--- src/rtl/mult32x32_sched.sv ---
// Sequencer for a 32x32 unsigned multiply built from four 16x16 partial products.
// It arbitrates two requesters round-robin and drives an external accumulating arithmetic unit.
module mult32x32_sched (
  input  logic        clk,
  input  logic        reset,
  input  logic        req0,
  input  logic        req1,
  input  logic [31:0] a0,
  input  logic [31:0] b0,
  input  logic [31:0] a1,
  input  logic [31:0] b1,
  output logic        gnt0,
  output logic        gnt1,
  output logic        done0,
  output logic        done1,
  output logic [63:0] result,
  output logic        busy,
  output logic [31:0] mul_a,
  output logic [31:0] mul_b,
  output logic        a_sel,
  output logic        b_sel,
  output logic [1:0]  shift_sel,
  output logic        clr_prod,
  output logic        upd_prod,
  input  logic [63:0] product
);

  typedef enum logic [2:0] {IDLE, P0, P1, P2, P3, DONE} state_e;

  state_e      state_q;
  logic        ptr_q;
  logic        owner_q;
  logic        gnt0_q, gnt1_q, done0_q, done1_q, busy_q;
  logic [63:0] result_q;
  logic [31:0] mul_a_q, mul_b_q;
  logic        a_sel_q, b_sel_q, clr_q, upd_q;
  logic [1:0]  shift_q;

  logic req_any;
  logic sel_d;

  // With both requests the pointer decides; otherwise the lone requester wins.
  assign req_any = req0 | req1;
  assign sel_d   = (req0 & req1) ? ptr_q : req1;

  // Outputs are registered alongside the state: each state's controls are
  // loaded on the edge that enters it.
  always_ff @(posedge clk or negedge reset) begin
    if (!reset) begin
      state_q  <= IDLE;
      ptr_q    <= 1'b0;
      owner_q  <= 1'b0;
      gnt0_q   <= 1'b0;
      gnt1_q   <= 1'b0;
      done0_q  <= 1'b0;
      done1_q  <= 1'b0;
      busy_q   <= 1'b0;
      result_q <= '0;
      mul_a_q  <= '0;
      mul_b_q  <= '0;
      a_sel_q  <= 1'b0;
      b_sel_q  <= 1'b0;
      shift_q  <= 2'b00;
      clr_q    <= 1'b0;
      upd_q    <= 1'b0;
    end else begin
      // NOTE: non-blocking assignments throughout, so every branch below sees
      // the pre-edge values and the defaults here are overridden cleanly.
      gnt0_q  <= 1'b0;
      gnt1_q  <= 1'b0;
      done0_q <= 1'b0;
      done1_q <= 1'b0;
      a_sel_q <= 1'b0;
      b_sel_q <= 1'b0;
      shift_q <= 2'b00;
      clr_q   <= 1'b0;
      upd_q   <= 1'b0;

      unique case (state_q)
        IDLE, DONE: begin
          if (state_q == DONE) begin
            result_q <= product;
            done0_q  <= ~owner_q;
            done1_q  <= owner_q;
          end
          if (req_any) begin
            state_q <= P0;
            busy_q  <= 1'b1;
            owner_q <= sel_d;
            ptr_q   <= ~sel_d;
            gnt0_q  <= ~sel_d;
            gnt1_q  <= sel_d;
            mul_a_q <= sel_d ? a1 : a0;
            mul_b_q <= sel_d ? b1 : b0;
            clr_q   <= 1'b1;
          end else begin
            state_q <= IDLE;
            busy_q  <= 1'b0;
          end
        end
        P0: begin
          state_q <= P1;
          b_sel_q <= 1'b1;
          shift_q <= 2'b01;
          upd_q   <= 1'b1;
        end
        P1: begin
          state_q <= P2;
          a_sel_q <= 1'b1;
          shift_q <= 2'b01;
          upd_q   <= 1'b1;
        end
        P2: begin
          state_q <= P3;
          a_sel_q <= 1'b1;
          b_sel_q <= 1'b1;
          shift_q <= 2'b10;
          upd_q   <= 1'b1;
        end
        P3:      state_q <= DONE;
        default: state_q <= IDLE;
      endcase
    end
  end

  assign gnt0      = gnt0_q;
  assign gnt1      = gnt1_q;
  assign done0     = done0_q;
  assign done1     = done1_q;
  assign result    = result_q;
  assign busy      = busy_q;
  assign mul_a     = mul_a_q;
  assign mul_b     = mul_b_q;
  assign a_sel     = a_sel_q;
  assign b_sel     = b_sel_q;
  assign shift_sel = shift_q;
  assign clr_prod  = clr_q;
  assign upd_prod  = upd_q;

endmodule

--- config.mk ---
export PLATFORM = sky130hd
export DESIGN_NAME = mult32x32_sched
export DESIGN_NICKNAME = d
export VERILOG_FILES = /design/src/rtl/mult32x32_sched.sv
export SDC_FILE = /design/constraint.sdc
export NUM_CORES = 1
export LEC_CHECK = 0
export CELL_PAD_IN_SITES_DETAIL_PLACEMENT = 1
export CELL_PAD_IN_SITES_GLOBAL_PLACEMENT = 1
export CORE_MARGIN = 2
export CORE_UTILIZATION = 29
export DETAILED_ROUTE_END_ITERATION = 16
export GPL_TIMING_DRIVEN = 0
export PLACE_DENSITY = 0.79
export SLEW_MARGIN = 25
export SYNTH_ARGS = -nofsm -noshare
export SYNTH_HDL_FRONTEND = slang
export SYNTH_SLANG_ARGS = --single-unit
--- constraint.sdc ---
create_clock -name clk -period 2 [get_ports clk]
set_input_delay 0.5 -clock clk [delete_from_list [all_inputs] [get_ports clk]]
set_output_delay 0.5 -clock clk [all_outputs]
set_load 0.005 [all_outputs]
==> run summary, run 1 <==
- 3600 um2 — total area of sequential cells
- 334 — Port Buffer Count
- flip-flop — critical path capture point type
- 144 — clock sink count
- yes — unrepaired setup endpoints after global routing
- 0.20 ns — setup slack of the worst register-to-register path
- negative hold slack — violations in the final reports
- 0 — number of max-slew violations in the final report
- 21,200 um — overall routed net length
- 16,200 um — total half-perimeter wirelength after legalization and detailed placement
- 0.41 ns — Clock Latency Late Sink
- input port — startpoint type of the worst setup path
- 0.621 — relative max-transition margin
- 0 — reported max-cap violation count
- sky130_fd_sc_hd__o32ai_1 — cell type of the slowest stage on the worst timing path
- 146 um — height of the chip
- 52 — number of placement rows
- 17 — CTS Buf Count
- 0.56 ns — biggest cell delay along the critical path
- 0 ns — final total negative setup slack
- -0.000257 ns — Fin Hold WS
- 957 — Final #Nets
- 0.176 — fraction of layout cells with a size suffix above 1
- 0.640 mV — maximum ir drop on the vdd rail
- 146 um — Chip Width
- 5870 um2 — area of the mapped netlist
- 0.0155 W — power after layout
- 21,400 um2 — DIE AREA
- 1,012 — number of cells after detailed placement
- 335 — ports placed on the boundary
- 0 — Ant. Diodes
- 0 — CTS Hold Bufs
- 73.8% — Area Growth Syn to Fin
- 138 — DRC violation total after the first TritonRoute iteration
- 0 — count of synthesis-stage warnings from yosys
- 0.614 — share of the yosys chip area belonging to registers
- 2 — largest buffer count on any clock path
- 2.22 ns — data arrival time of the critical path
- 3 — count of buffering cells on the critical path with inverters included
- 14.4 um2 — average footprint of a synthesized cell
- sky130_fd_sc_hd__clkbuf_16 — clock root cell
- 511 MHz — highest attainable clock frequency
- 2.26 ns — WP data required
- 0.00754 ns — setup clock skew after layout
- yes — CTS tree
- 0.06 ns — clock edge transition at the registers on the reported setup and hold paths
- 10 — maximum fanout along the worst path
- 20,000 um2 — CORE AREA
- 407 — synthesized instance count
- 0 — antenna violations before repair
- 0 — antenna-violating nets left
- 0 — DRC errors left
- 1 — number of failing hold endpoints at the final stage
- 4.98 — number of vias per cell after detailed routing
- input port to flip-flop — Worst Path Class, Setup
- 4 — DR pass1 iterations
- 0.568 ns — worst slew pin tran
- 4.05 nW — Pleak
- 33,200 um — global-route wire length before repair
- 1.96 ns — Min Clock Period, post-route
- 5,855 — number of global-route vias before repair
- complete, but fails checks — run status
- 0.979 — share of the clock period used by the worst path after layout
- 86 — largest net degree at the start of global routing
- 2040 um2 — area of the multi-input gates
- 26 — count of distinct cell types in the synthesized netlist
- 0 — final number of setup-violating endpoints
- 20.4 um — routed len/inst
- 0.293 — starting utilization of the core area
- buffers and inverters — family of cells with the greatest summed delay on the critical path
- 2,069 — filler cell count in the final layout
- 144 — number of storage elements in the synthesis netlist
- 0 — total congestion overflow
- 5,189 — vias after detailed routing
- clkdlybuf4s50_1 > inv_2 > clkbuf_1 > o32ai_1 > a2bb2oi_1 — CP cell instances
- 1520 nW/um2 — power density over the cells
- 0.957 — RD Place Congestion
- 4 — CTS H-tree depth
- input port to asynchronous set/reset pin — class of the tightest hold or removal check
- 603 — Mapped Nets
- 0.198 — total track usage
- 1,043 — final non-filler cell total
==> registers in the layout, indices dropped and copies added (netlist names), 2 cells and up <==
| signal | count |
|---|---|
| shift_sel | 2 |
| mul_b | 32 |
| mul_a | 32 |
| state_q | 3 |
| result | 64 |
==> stage by stage <==
stage / setup WS [ns] / cell area (um2) / util
final: 0.0428 / 10200 / 0.509
after global routing: -0.00492 / 10200 / 0.509
after CTS: 0.0264 / 10200 / 0.508
after detailed placement: -0.455 / 9580 / 0.478
after global placement: -5.04 / 9550 / 0.476
after floorplan: 0.518 / 5870 / -
==> area by class of cell <==
| class | instances | area share |
|---|---|---|
| clock inverters | 12 | 0.0157 |
| inverters | 2 | 0.000736 |
| repair buffers | 335 | 0.331 |
| well taps | 270 | 0.0331 |
| flip-flops and latches | 144 | 0.353 |
| multi-input cells | 219 | 0.200 |
| clock buffers | 19 | 0.0434 |
| plain buffers | 42 | 0.0227 |
==> final timing paths <==
kind / start / endpoint / cells after the start
min in group clk: owner_q$_DFFE_PN0P_ / done0$_DFF_PN0_ / 1
worst max register to register: state_q[2]$_DFF_PN0_ / mul_a[14]$_DFFE_PN0P_ / 5
worst max-delay path: req1 / mul_b[28]$_DFFE_PN0P_ / 5
worst min-delay path: reset / mul_a[10]$_DFFE_PN0P_ / 1
worst min register to register: owner_q$_DFFE_PN0P_ / done0$_DFF_PN0_ / 1
max in group asynchronous: reset / result[56]$_DFFE_PN0P_ / 2
==> where the power goes <==
part	internal [W]	switching, W	leakage [nW]
combinational	0.00442	0.00272	2.13
clock	0.00200	0.00125	0.282
sequential	0.00436	0.000778	1.64
total	0.0108	0.00475	4.05
==> worst reg2reg max path, delay by kind of cell (launching register included) <==
| kind | cells | cell delay [ns] |
|---|---|---|
| and+or+nand+nor | 1 | 0.47 |
| buffers and inverters | 2 | 0.52 |
| xor gates and xnor gates | 1 | 0.20 |
| DFF | 1 | 0.35 |
| AOI/OAI and AO/OA | 1 | 0.12 |
==> layout by cell type, fill, tap and decap left out, types with 3 or more instances in the layout <==
master,Yosys,routed
sky130_fd_sc_hd__clkdlybuf4s50_1,0,333
sky130_fd_sc_hd__clkbuf_1,13,9
sky130_fd_sc_hd__buf_6,5,5
sky130_fd_sc_hd__dfrtp_1,144,144
sky130_fd_sc_hd__clkbuf_2,0,9
sky130_fd_sc_hd__mux2_2,64,64
sky130_fd_sc_hd__a2bb2oi_1,64,64
sky130_fd_sc_hd__nor2_1,7,7
sky130_fd_sc_hd__bufinv_16,0,3
sky130_fd_sc_hd__clkbuf_16,0,17
sky130_fd_sc_hd__clkinvlp_4,0,4
sky130_fd_sc_hd__o32ai_1,64,64
sky130_fd_sc_hd__nor2b_1,3,3
sky130_fd_sc_hd__buf_2,19,20
==> cells in the mapped netlist <==
cell type	number	area (um2)
sky130_fd_sc_hd__a2bb2oi_1	64	561
sky130_fd_sc_hd__nand3b_1	1	7.51
sky130_fd_sc_hd__o32ai_1	64	561
sky130_fd_sc_hd__nand2b_1	2	12.5
sky130_fd_sc_hd__and2_1	2	12.5
sky130_fd_sc_hd__a21o_1	1	7.51
sky130_fd_sc_hd__mux2_4	1	15.0
sky130_fd_sc_hd__inv_1	1	3.75
sky130_fd_sc_hd__nor2b_1	3	18.8
sky130_fd_sc_hd__buf_2	19	95.1
sky130_fd_sc_hd__inv_2	1	3.75
sky130_fd_sc_hd__xnor2_1	2	17.5
sky130_fd_sc_hd__mux2_2	64	721
sky130_fd_sc_hd__dfrtp_1	144	3600
sky130_fd_sc_hd__o21ai_0	1	5.00
sky130_fd_sc_hd__buf_6	5	56.3
sky130_fd_sc_hd__nor3_4	1	16.3
sky130_fd_sc_hd__nor2_1	7	26.3
sky130_fd_sc_hd__nor2_2	1	6.26
sky130_fd_sc_hd__a21bo_2	1	10.0
sky130_fd_sc_hd__mux2i_1	1	10.0
sky130_fd_sc_hd__xor2_2	1	16.3
sky130_fd_sc_hd__nor3_1	1	5.00
sky130_fd_sc_hd__buf_1	5	18.8
sky130_fd_sc_hd__o21bai_1	1	7.51
sky130_fd_sc_hd__clkbuf_1	13	48.8
==> cells by family after synthesis <==
family | share of synthesized area
flip-flops | 0.614
AO/OA/AOI/OAI | 0.196
multiplexers | 0.127
buffers and inverters | 0.0386
AND/OR/NAND/NOR | 0.0179
XOR/XNOR | 0.00576
==> metal layers <==
metal / share of wire / vias to the layer above / wire (um) / track usage
met2: 0.50 / 255 / 10600 / 0.339
li1: - / 2305 / - / -
met4: 0.031 / 0 / 658 / 0.0850
met3: 0.085 / 41 / 1810 / 0.0716
met1: 0.38 / 2588 / 8160 / 0.223
met5: 0 / - / 0 / 0
==> what timing repair did <==
item | 4_1_cts | 5_1_grt
buffers inserted | 0 | 0
endpoints found under the hold margin | 0 | 0
gates resized for setup | 1 | 14
endpoints found under the setup margin | 1 | 39
No activity file was read; power rests on OpenSTA's default activity.
==> run 2, diff against run 1 <==
--- a/config.mk
+++ b/config.mk
@@ -9,6 +9,7 @@
 export CELL_PAD_IN_SITES_GLOBAL_PLACEMENT = 1
 export CORE_MARGIN = 2
 export CORE_UTILIZATION = 29
+export CTS_CLUSTER_DIAMETER = 200
 export DETAILED_ROUTE_END_ITERATION = 16
 export GPL_TIMING_DRIVEN = 0
 export PLACE_DENSITY = 0.79
==> results of run 2 <==
Final layout, timing and power as in run 1 (identical DEF).
==> run 3, diff against run 2 <==
--- a/config.mk
+++ b/config.mk
@@ -13,6 +13,7 @@
 export DETAILED_ROUTE_END_ITERATION = 16
 export GPL_TIMING_DRIVEN = 0
 export PLACE_DENSITY = 0.79
+export SETUP_SLACK_MARGIN = 0.05
 export SLEW_MARGIN = 25
 export SYNTH_ARGS = -nofsm -noshare
 export SYNTH_HDL_FRONTEND = slang
==> run summary, run 3 (same netlist as run 1, synthesis figures left out) <==
- 5,855 — number of global-route vias before repair, unchanged
- flip-flop — critical path capture point type
- 5,186 — vias after detailed routing, -0.058%
- 0 — total congestion overflow, unchanged
- 0.198 — total track usage, unchanged
- 957 — Final #Nets, unchanged
- 334 — Port Buffer Count, unchanged
- 0 — Ant. Diodes, unchanged
- 0.509 — final standard cell utilization of the core, about the same
- 20,000 um2 — CORE AREA, unchanged
- mul_a[14]$_DFFE_PN0P_ — Reg2Reg Capture Point
- 0.0155 W — power after layout, about the same
- -0.455 ns — Setup WS pre-CTS, unchanged
- 10 — maximum fanout along the worst path, unchanged
- yes — unrepaired setup endpoints after global routing
- 335 — ports placed on the boundary, unchanged
- 0 — final number of setup-violating endpoints, unchanged
- sky130_fd_sc_hd__clkdlybuf4s50_1 — most common cell after layout, fill and taps aside
- 73.8% — Area Growth Syn to Fin, about the same
- 146 um — height of the chip, unchanged
- 0 — buffers inserted by post-CTS timing repair, unchanged
- 0.979 — share of the clock period used by the worst path after layout, about the same
- 1520 nW/um2 — power density over the cells, about the same
- 0.624 — relative max-transition margin, +0.00338
- 4 — CTS H-tree depth, unchanged
- clkdlybuf4s50_1 > inv_2 > clkbuf_1 > o32ai_1 > a2bb2oi_1 — CP cell instances
- 10,600 um — DR WL met2, about the same
- 4 — DR pass1 iterations, unchanged
- 0 — CTS Hold Bufs, unchanged
- yes — CTS tree
- input port to flip-flop — Worst Path Class, Setup
- 0.563 ns — worst slew pin tran, -0.00506 ns
- 5 — number of cells on the worst reg-to-reg path, unchanged
- 0.0425 ns — worst path setup slack after routing, -0.000271 ns
- sky130_fd_sc_hd__clkdlybuf4s50_1 (333), sky130_fd_sc_hd__dfrtp_1 (144), sky130_fd_sc_hd__mux2_2 (64), sky130_fd_sc_hd__o32ai_1 (64), sky130_fd_sc_hd__a2bb2oi_1 (64) — commonest cells after routing, fill and taps aside
- 2.22 ns — data arrival time of the critical path, about the same
- 0.00584 ns — setup clock skew after layout, -0.00170 ns
- 0.41 ns — Clock Latency Late Sink, about the same
- 1800 um — Routed met3 length, -0.28%
- sky130_fd_sc_hd__o32ai_1 — cell type of the slowest stage on the worst timing path
- 0 — antenna-violating nets left, unchanged
- input port — startpoint type of the worst setup path
- met4 — uppermost metal layer occupied by signal nets
- 0 — reported max-cap violation count, unchanged
- 0.179 — fraction of layout cells with a size suffix above 1, +0.00259
- 0.293 — starting utilization of the core area, unchanged
- 0.640 mV — maximum ir drop on the vdd rail, about the same
- 0.20 ns — setup slack of the worst register-to-register path, about the same
- 134 — DRC violation total after the first TritonRoute iteration, -2.9%
- 511 MHz — highest attainable clock frequency, about the same
- 1.96 ns — Min Clock Period, post-route, +0.000271 ns
- finished clean — run status
- 0 — number of max-slew violations in the final report, unchanged
- 52 — number of placement rows, unchanged
- 0 — DRC errors left, unchanged
- 64 — Largest register FFs, unchanged
- 2.26 ns — WP data required, about the same
- 21,200 um — overall routed net length, about the same
- state_q[2]$_DFF_PN0_ — launch instance of the worst register-to-register path
- 3 — count of buffering cells on the critical path with inverters included, unchanged
- 86 — largest net degree at the start of global routing, unchanged
- 0 — antenna violations before repair, unchanged
- 8150 um — wl on met1, about the same
- 16,200 um — total half-perimeter wirelength after legalization and detailed placement, unchanged
- 0.957 — RD Place Congestion, unchanged
- 144 — clock sink count, unchanged
- 4.97 — number of vias per cell after detailed routing, about the same
- 0.56 ns — biggest cell delay along the critical path, about the same
- 2 — largest buffer count on any clock path, unchanged
- 20.3 um — routed len/inst, about the same
- 21,400 um2 — DIE AREA, unchanged
- 0 — number of failing hold endpoints at the final stage, -1
- 0.06 ns — clock edge transition at the registers on the reported setup and hold paths, about the same
- 17 — CTS Buf Count, unchanged
- 33,200 um — global-route wire length before repair, unchanged
- 146 um — Chip Width, unchanged
- 4.06 nW — Pleak, +0.16%
- sky130_fd_sc_hd__clkbuf_16 — clock root cell
- 2,070 — filler cell count in the final layout, +0.048%
- req1 — worst setup path startpoint
- buffers and inverters — family of cells with the greatest summed delay on the critical path
- input port to asynchronous set/reset pin — class of the tightest hold or removal check
[run 3: cell count changes in the layout (fill, tap and decap cells not counted)]
cell	delta
sky130_fd_sc_hd__clkbuf_1	-2
sky130_fd_sc_hd__clkbuf_2	+2
[run 3: power breakdown]
group	internal, W	switching, W	leakage (nW)
Combinational	0.00443	0.00272	2.14
Sequential	0.00436	0.000778	1.64
Clock	0.00200	0.00125	0.282
[run 3: how the worst max path moves through the flow]
stage / end / slack [ns] / cells after the start
2_1_floorplan: result[0]$_DFFE_PN0P_ / 0.52 / 5
3_3_place_gp: result[59]$_DFFE_PN0P_ / -5.04 / 1
3_5_place_dp: mul_b[28]$_DFFE_PN0P_ / -0.45 / 6
4_1_cts: mul_b[6]$_DFFE_PN0P_ / 0.06 / 6
5_1_grt: mul_a[0]$_DFFE_PN0P_ / 0.01 / 5
6_report: mul_b[28]$_DFFE_PN0P_ / 0.04 / 5
[run 3: final cells by class]
cell class	instances	area, um2	share of cell area
Buffer	42	234	0.0229
Clock buffer	19	443	0.0434
Clock inverter	12	160	0.0157
Inverter	2	7.51	0.000736
Multi-Input combinational cell	219	2040	0.200
Sequential cell	144	3600	0.353
Tap cell	270	338	0.0331
Timing Repair Buffer	335	3380	0.331
[run 3: what timing repair did]
action                                 4_1_cts  5_1_grt
setup endpoints to repair                    5       49
resized for setup                            3       14
pin swaps                                    0        0
endpoints found under the hold margin        0        0
[run 3: per-layer routing]
layer / vias to the layer above / track usage
met5: - / 0
met1: 2585 / 0.223
met2: 253 / 0.339
met3: 41 / 0.0716
li1: 2307 / -
met4: 0 / 0.0850
[run 3: per-stage QoR]
step | hold slack (ns) | cells | setup TNS, ns | area, um2
floorplan | 0.204 | 407 | 0 | 5870
global placement | 0.419 | 1011 | -739.13 | 9550
detailed placement | 0.427 | 1012 | -20.34 | 9580
CTS | 0.00783 | 1043 | 0 | 10200
global route | 0.0208 | 1043 | 0 | 10200
finish | 0.000813 | 1043 | 0 | 10200
